$ cat src/rtl/regfile_pkg.sv
// regfile_pkg: shared widths, the hard-wired zero register address and port slice helpers
package regfile_pkg;
  localparam int INT32W = 32;
  localparam int RF_ADDR_W = 5;
  localparam int RF_DEPTH = 1 << RF_ADDR_W;
  localparam int ZERO_ADDR = 0;
  function automatic int slice_off(input int port, input int width);
    return port * width;
  endfunction
endpackage

$ cat src/rtl/regfile_read_port.sv
// regfile_read_port: one read port with write bypass priority and registered data/pending outputs
module regfile_read_port
  import regfile_pkg::*;
#(
  parameter int DATA_W = INT32W,
  parameter int ADDR_W = RF_ADDR_W,
  parameter int NUM_WR = 1,
  parameter int BYPASS = 1
) (
  input  logic                       clk,
  input  logic                       rst,
  input  logic                       en,
  input  logic [ADDR_W-1:0]          addr,
  input  logic [DATA_W-1:0]          mem_data,
  input  logic                       mem_pend,
  input  logic [NUM_WR-1:0]          wr_hit,
  input  logic [NUM_WR*ADDR_W-1:0]   wr_addr,
  input  logic [NUM_WR*DATA_W-1:0]   wr_data,
  input  logic                       resv_hit,
  input  logic [ADDR_W-1:0]          resv_addr,
  output logic [DATA_W-1:0]          data,
  output logic                       pend
);
  logic [DATA_W-1:0] nxt_data;
  logic              nxt_pend;
  logic              hit;

  // forward the highest-index matching write; a coinciding reserve keeps the bypassed read pending
  always_comb begin
    nxt_data = mem_data;
    nxt_pend = mem_pend;
    hit = 1'b0;
    for (int w = 0; w < NUM_WR; w++)
      if (BYPASS != 0 && wr_hit[w] && wr_addr[slice_off(w, ADDR_W) +: ADDR_W] == addr) begin
        nxt_data = wr_data[slice_off(w, DATA_W) +: DATA_W];
        nxt_pend = 1'b0;
        hit = 1'b1;
      end
    if (hit && resv_hit && resv_addr == addr) nxt_pend = 1'b1;
  end

  // capture on enabled reads only, so outputs hold between reads
  always_ff @(posedge clk or negedge rst)
    if (!rst) begin
      data <= '0;
      pend <= 1'b0;
    end else if (en) begin
      data <= nxt_data;
      pend <= nxt_pend;
    end
endmodule

$ cat src/rtl/regfile_multiport.sv
// regfile_multiport: NUM_RD x NUM_WR register file with bypass, write priority and pending scoreboard
module regfile_multiport
  import regfile_pkg::*;
#(
  parameter int DATA_W   = INT32W,
  parameter int ADDR_W   = RF_ADDR_W,
  parameter int NUM_RD   = 2,
  parameter int NUM_WR   = 1,
  parameter int ZERO_REG = 1,
  parameter int BYPASS   = 1
) (
  input  logic                      clk,
  input  logic                      rst,
  input  logic [NUM_RD-1:0]         rd_en,
  input  logic [NUM_RD*ADDR_W-1:0]  rd_addr,
  output logic [NUM_RD*DATA_W-1:0]  rd_data,
  output logic [NUM_RD-1:0]         rd_pend,
  input  logic [NUM_WR-1:0]         wr_en,
  input  logic [NUM_WR*ADDR_W-1:0]  wr_addr,
  input  logic [NUM_WR*DATA_W-1:0]  wr_data,
  input  logic                      resv_en,
  input  logic [ADDR_W-1:0]         resv_addr,
  output logic [(1<<ADDR_W)-1:0]    pend_vec
);
  localparam int DEPTH = 1 << ADDR_W;
  logic [DATA_W-1:0] regs [DEPTH];
  logic [DEPTH-1:0]  pend;
  logic [NUM_WR-1:0] wr_hit;
  logic              resv_hit;

  // writes and reserves to register 0 are dropped when it is hard-wired to zero
  always_comb begin
    wr_hit = '0;
    for (int w = 0; w < NUM_WR; w++)
      wr_hit[w] = wr_en[w] && !(ZERO_REG != 0 && wr_addr[slice_off(w, ADDR_W) +: ADDR_W] == ADDR_W'(ZERO_ADDR));
    resv_hit = resv_en && !(ZERO_REG != 0 && resv_addr == ADDR_W'(ZERO_ADDR));
  end

  // ascending port order lets the highest-index write win; reserve is applied last so it dominates
  always_ff @(posedge clk or negedge rst)
    if (!rst) begin
      for (int i = 0; i < DEPTH; i++) regs[i] <= '0;
      pend <= '0;
    end else begin
      for (int w = 0; w < NUM_WR; w++)
        if (wr_hit[w]) begin
          regs[wr_addr[slice_off(w, ADDR_W) +: ADDR_W]] <= wr_data[slice_off(w, DATA_W) +: DATA_W];
          pend[wr_addr[slice_off(w, ADDR_W) +: ADDR_W]] <= 1'b0;
        end
      if (resv_hit) pend[resv_addr] <= 1'b1;
    end

  assign pend_vec = pend;

  for (genvar p = 0; p < NUM_RD; p++) begin : g_rd
    regfile_read_port #(
      .DATA_W(DATA_W), .ADDR_W(ADDR_W), .NUM_WR(NUM_WR), .BYPASS(BYPASS)
    ) u_port (
      .clk      (clk),
      .rst      (rst),
      .en       (rd_en[p]),
      .addr     (rd_addr[p*ADDR_W +: ADDR_W]),
      .mem_data (regs[rd_addr[p*ADDR_W +: ADDR_W]]),
      .mem_pend (pend[rd_addr[p*ADDR_W +: ADDR_W]]),
      .wr_hit   (wr_hit),
      .wr_addr  (wr_addr),
      .wr_data  (wr_data),
      .resv_hit (resv_hit),
      .resv_addr(resv_addr),
      .data     (rd_data[p*DATA_W +: DATA_W]),
      .pend     (rd_pend[p])
    );
  end
endmodule

$ cat config.mk
export PLATFORM = sky130hd
export DESIGN_NAME = regfile_multiport
export DESIGN_NICKNAME = d
export VERILOG_FILES = /design/src/rtl/regfile_pkg.sv /design/src/rtl/regfile_read_port.sv /design/src/rtl/regfile_multiport.sv
export SDC_FILE = /design/constraint.sdc
export NUM_CORES = 2
export LEC_CHECK = 0
export CORE_MARGIN = 2
export CORE_UTILIZATION = 38
export DETAILED_ROUTE_END_ITERATION = 7
export PLACE_DENSITY = 0.54
export SYNTH_ARGS = -nofsm -noshare
export SYNTH_HDL_FRONTEND = slang
export SYNTH_SLANG_ARGS = --single-unit
$ cat constraint.sdc
create_clock -name clk -period 3.6 [get_ports clk]
set_input_delay 0.72 -clock clk [delete_from_list [all_inputs] [get_ports clk]]
set_output_delay 0.72 -clock clk [all_outputs]
set_load 0.02 [all_outputs]
# Word level (Yosys, flattened, before mapping)
# Cells that the tools add are included.
[word_totals]
regBits = 1122
in_bits = 58
[classes]
bitwise_logic = 6
n_lt_le_gt_ge = 10
n_mux = 27
n_reduce_logical = 15
eq_ne = 4
[op_table]
columns = ["op", "count"]
rows = [
  ["$bwmux 1024", 1],
  ["$bmux 32 s5", 2],
  ["$mux 32", 9],
  ["$demux 32 s5", 1],
  ["$and 32x32->32", 1],
  ["$not 32->32", 1],
  ["$or 32x32->32", 1],
  ["$lt 5x6->1 const B", 4],
  ["$eq 5x5->1", 4],
  ["$ge 6x6->1 const B", 3],
  ["$not 5->6", 3],
  ["$logic_and 1x1->1", 11],
  ["$bmux 1 s5", 2],
  ["$demux 1 s5", 2],
  ["$ge 5x1->1 const B", 2],
  ["$logic_not 5->1", 2],
  ["$mux 1", 10],
  ["$lt 6x1->1 const B", 1],
  ["$logic_not 1->1", 2],
]

# Logic depth before layout (Yosys ltp)
[logic_depth]
depth_word = 9
ltp_mapped = 9

# Modules after synthesis
# A second synthesis with hierarchy kept.
[hier_totals]
cells_unflattened = 5195
hier_area_um2 = 60818.3
[by_module_without_submodules]
columns = ["mod", "cells_per_inst", "n_inst", "area_per_inst_um2"]
rows = [
  ["regfile_multiport", 4791, 1, 57437.6],
  ["regfile_read_port", 202, 2, 1690.4],
]

# Worst setup path before layout
# No wires, ideal clock.
[synth_path]
path_kind = "in2reg"
startpoint = "input rd_addr[5]"
endpoint = "register g_rd[1].u_port.data[0]"
required_ns = 3.474
path_buffers = 3
setup_time_ns = 0.126
stages = 7
arrival_time_ns = 2.353
path_slack_ns = 1.121
path_cell_list = "buf_2 -> buf_4 -> buf_2 -> mux4_2 -> mux2i_1 -> a22oi_1 -> a221o_1"
[synth_via]
elab_chain_cells = 5
elab_cells_between_ends = 7
classes_between = "eq/ne (1); mux (4); bitwise (1); reduce/logical (1)"
[synth_lines]
columns = ["item", "line", "rtl"]
rows = [
  ["start: declaration", "regfile_multiport.sv:15", "input logic [NUM_RD*ADDR_W-1:0] rd_addr,"],
  ["$not 5->6 (not written as such)", "regfile_multiport.sv:63", ".mem_data (regs[rd_addr[p*ADDR_W +: ADDR_W]]),"],
  ["$bmux 32 s5", "regfile_multiport.sv:63", ""],
  ["$mux 32 (not written as such) (2 in a row)", "regfile_multiport.sv:63", ""],
  ["$mux 32 (*)", "regfile_read_port.sv:34", "if (BYPASS != 0 && wr_hit[w] && wr_addr[slice_off(w, ADDR_W) +: ADDR_W] == addr) begin"],
  ["end signal: assignment", "regfile_read_port.sv:48", "data <= nxt_data;"],
  ["end: declaration", "regfile_read_port.sv:21", "output logic [DATA_W-1:0] data,"],
]
# Mark *: on every way between the ends. The rest lies on a longest branch, timed or not. The select of a mux whose other input is x is not followed.
# A chain may end at the register's enable or synchronous reset.

# Worst setup path after layout
[layout_path]
startpoint = "register g_rd[0].u_port.data[2]"
endpoint = "output rd_data[2]"
[layout_rtl]
columns = ["item", "line", "rtl"]
rows = [
  ["start: declaration", "regfile_read_port.sv:21", ""],
  ["start signal: assignment", "regfile_read_port.sv:48", ""],
  ["end: declaration", "regfile_multiport.sv:16", "output logic [NUM_RD*DATA_W-1:0] rd_data,"],
]
# No word-level cell between the ends.

==> impl_metrics.csv <==
group,metric,value,unit
run_status,status,"completed",
pwr,p_comb_share,21.1,%
synth,synth_edf_count,0,
synth,yosysSeqAreaShare,47.36,%
sta,fmax,362.2,MHz
global_route,grt_pass1_vias,39080,
setup_path,cp_slowest_cell,"clkdlybuf4s50_1",
pwr,pwr-share-clk,35.3,%
setup_path,crit_chain,"clkdlybuf4s50_1",
global_route,grt_pass1_wl,291800,µm
setup_path,cp-start-kind,"flip-flop",
pwr,p_int,27.89,mW
clocking,clk_pin_slew_worst_paths,0.06,ns
clocking,cts-buffers-inserted,135,
synth,yosysMostFrequentCell,"dfrtp_1",
sta,worst_pin_slew,1.282,ns
die,core,0.1544,mm²
global_route,grt_overflow_total,0,
die,die_width,399.0,µm
setup_path,cp.required,2.88,ns
cells_and_area,seqCellArea,0.02808,mm²
sta,rsz0062_at_grt,"false",
global_route,antenna_found_initial,4,
pwr,ir_drop,0.5587,mV
sta,final_max_slew_viol_count,0,
placed_design,place_inst,5978,
synth,syn_area,0.05928,mm²
die,dieArea,0.1592,mm²
clocking,cts_tree,"yes",
clocking,cts_resized,0,
synth,synth_top_area_share,47.36,%
detailed_routing,drt_iter0_markers,3283,
clocking,clock-sinks,1122,
clocking,post_cts_buffers,0,
sta,fin_skew,0.02717,ns
synth,syn_avg_cell_area,15.02,µm²
cells_and_area,fill_cells,13790,
pwr,p_sw,10.79,mW
placed_design,io_buffers,155,
sta,finalCritPeriodShare,76.69,%
cells_and_area,instances_no_fill,6217,
detailed_routing,wire_per_inst,32.33,µm
detailed_routing,avgViaCountPerCell,6.144,
setup_path,crit_type,"flip-flop to output pin",
worst_hold_path,holdCritPathClass,"flip-flop to flip-flop",
setup_path,arrival,2.04,ns
sta,hold_viol_final,0,
setup_path,end_kind,"output pin",
synth,synth_seq_cells,1122,
cells_and_area,drive_above_1_share,48.95,%
pwr,p_per_area,558.6,mW/mm²
die,die_y,399.0,µm
sta,setup_viol,0,
detailed_routing,remaining_drc_errors,0,
pwr,seq_power_share,43.6,%
pwr,power,38.68,mW
placed_design,dp_hpwl,125300,µm
clocking,root_buffer,"clkbuf_16",
synth,syn_nets,4004,
sta,whs,0.3911,ns
setup_path,path_buf_inv,1,
setup_path,worstPathMaxFanout,2,
synth,synthCells,3946,
cells_and_area,syn_to_final_growth,16.82,%
sta,period_minus_slack,2.761,ns
die,pin_count,156,
synth,synthArstFlopShare,100.0,%
synth,yosys_warnings,0,
synth,synth.area.top_cells,"dfrtp_1 (47%), mux4_2 (19%), mux2_2 (19%)",
setup_path,cp_top_family,"buffers and inverters",
sta,tns,0,ns
pwr,swShare,27.89,%
die,num_rows,144,
pwr,p_leak,29.94,nW
die,start_util,38.39,%
job,max_cap_viol_count,0,
detailed_routing,vias,38200,
detailed_routing,ant_nets,0,
sta,slew_headroom,14.26,%
detailed_routing,wirelength,201000,µm
clocking,clk_latency,0.78,ns
setup_path,slowest_delay,0.69,ns
global_route,grt_start_max_net_pins,113,
clocking,cts_buffer_depth,3,
clocking,htreeDepth,4,
cells_and_area,fin_util,44.85,%
synth,synth_area_leader_cell,"dfrtp_1",
cells_and_area,nets,4130,
global_route,track_usage,25.43,%
synth,synth_cell_types,59,
detailed_routing,drt_pass1_iterations,7,
synth,synthTopCellsByCount,"dfrtp_1 (1,122), mux2_2 (994), mux4_2 (505), mux2i_1 (280), clkbuf_1 (224)",
setup_path,r2r_slack,1.60,ns
cells_and_area,multiInputGateArea,0.02945,mm²
placed_design,place.gp.congestion,0.8007,
synth,ys.flop_type,"dfrtp_1",
==> flip-flops by register name (all words and copies together) (netlist names) <==
| name | flops |
|---|---|
| regs | 1024 |
| g_rd.u_port.data | 64 |
| pend_vec | 32 |
| g_rd.u_port.pend | 2 |
==> layout make-up <==
cell class / instances / share of cell area, %
antenna: 1 / 0.003614
tap: 2044 / 3.693
timing repair buffer: 436 / 6.743
inverter: 31 / 0.1680
sequential: 1122 / 40.54
multi-input combinational: 2346 / 42.53
clock inverter: 40 / 0.6757
clock buffer: 197 / 5.639
==> power groups by stage <==
stage	Sequential [mW]	Combinational, mW	Clock [mW]
after global placement	16.9	8.06	0
after global routing	17.2	8.71	14.5
after floorplan	16.6	5.61	0
after CTS	16.8	8.21	14.0
final	16.9	8.15	13.7
after detailed placement	17.0	8.18	0
==> per-stage QoR <==
stage | setup slack, ns | cell area (µm²)
after floorplan | 1.121 | 59280
after global placement | 0.3529 | 64860
after detailed placement | 0.3394 | 64860
after CTS | 0.7807 | 69250
after global routing | 0.7945 | 69250
final | 0.8390 | 69250
==> metal layers <==
metal	share of wire (%)	routed length (µm)	global-route usage (%)	up-vias
met4	2.4	4917	6.478	4
met3	6.2	12440	4.431	286
met5	0.011	23	0	-
met2	46	92860	39.26	1287
met1	45	90750	37.19	21100
li1	-	-	-	15520
==> final timing paths <==
path / start / endpoint / cells after the start
max: g_rd[0].u_port.data[2] / rd_data[2] / 1
min: regs[1012] / regs[1012] / 0
max reg2reg: pend_vec[14] / g_rd[1].u_port.pend / 4
min reg2reg: regs[1012] / regs[1012] / 0
max in group asynchronous: rst / regs[489] / 4
min in group asynchronous: rst / regs[502] / 2
==> kinds of logic after synthesis <==
group,synth area share (%)
compound gates,4.031
flops,47.36
mux,42.80
xor+xnor,0.3208
buf+inv,3.514
simple gates,1.976
==> what timing repair did <==
| action | 4_1_cts | 5_1_grt |
|---|---|---|
| endpoints found under the setup margin | 0 | 0 |
| hold buffers | 1 | 0 |
| endpoints found under the hold margin | 32 | 0 |
==> cell usage in the layout (no fill, tap or decap), drive strengths merged, types with 11 or more instances in the layout <==
| master | Yosys | layout |
|---|---|---|
| mux2i | 280 | 280 |
| a221oi | 32 | 32 |
| clkinv | 0 | 22 |
| clkdlybuf4s50 | 0 | 144 |
| o21ai | 27 | 27 |
| xnor2 | 11 | 11 |
| a22o | 17 | 17 |
| nand2 | 86 | 86 |
| dfrtp | 1122 | 1122 |
| o22ai | 25 | 25 |
| inv | 31 | 38 |
| nor3 | 12 | 12 |
| o221ai | 17 | 17 |
| clkbuf | 224 | 197 |
| nand3 | 43 | 43 |
| nor2b | 14 | 14 |
| and3 | 15 | 15 |
| a221o | 26 | 26 |
| a2bb2oi | 31 | 31 |
| mux4 | 505 | 505 |
| buf | 223 | 291 |
| a22oi | 81 | 81 |
| mux2 | 994 | 994 |
| nor2 | 40 | 40 |
Note: power is estimated with default switching activity, not from simulation.
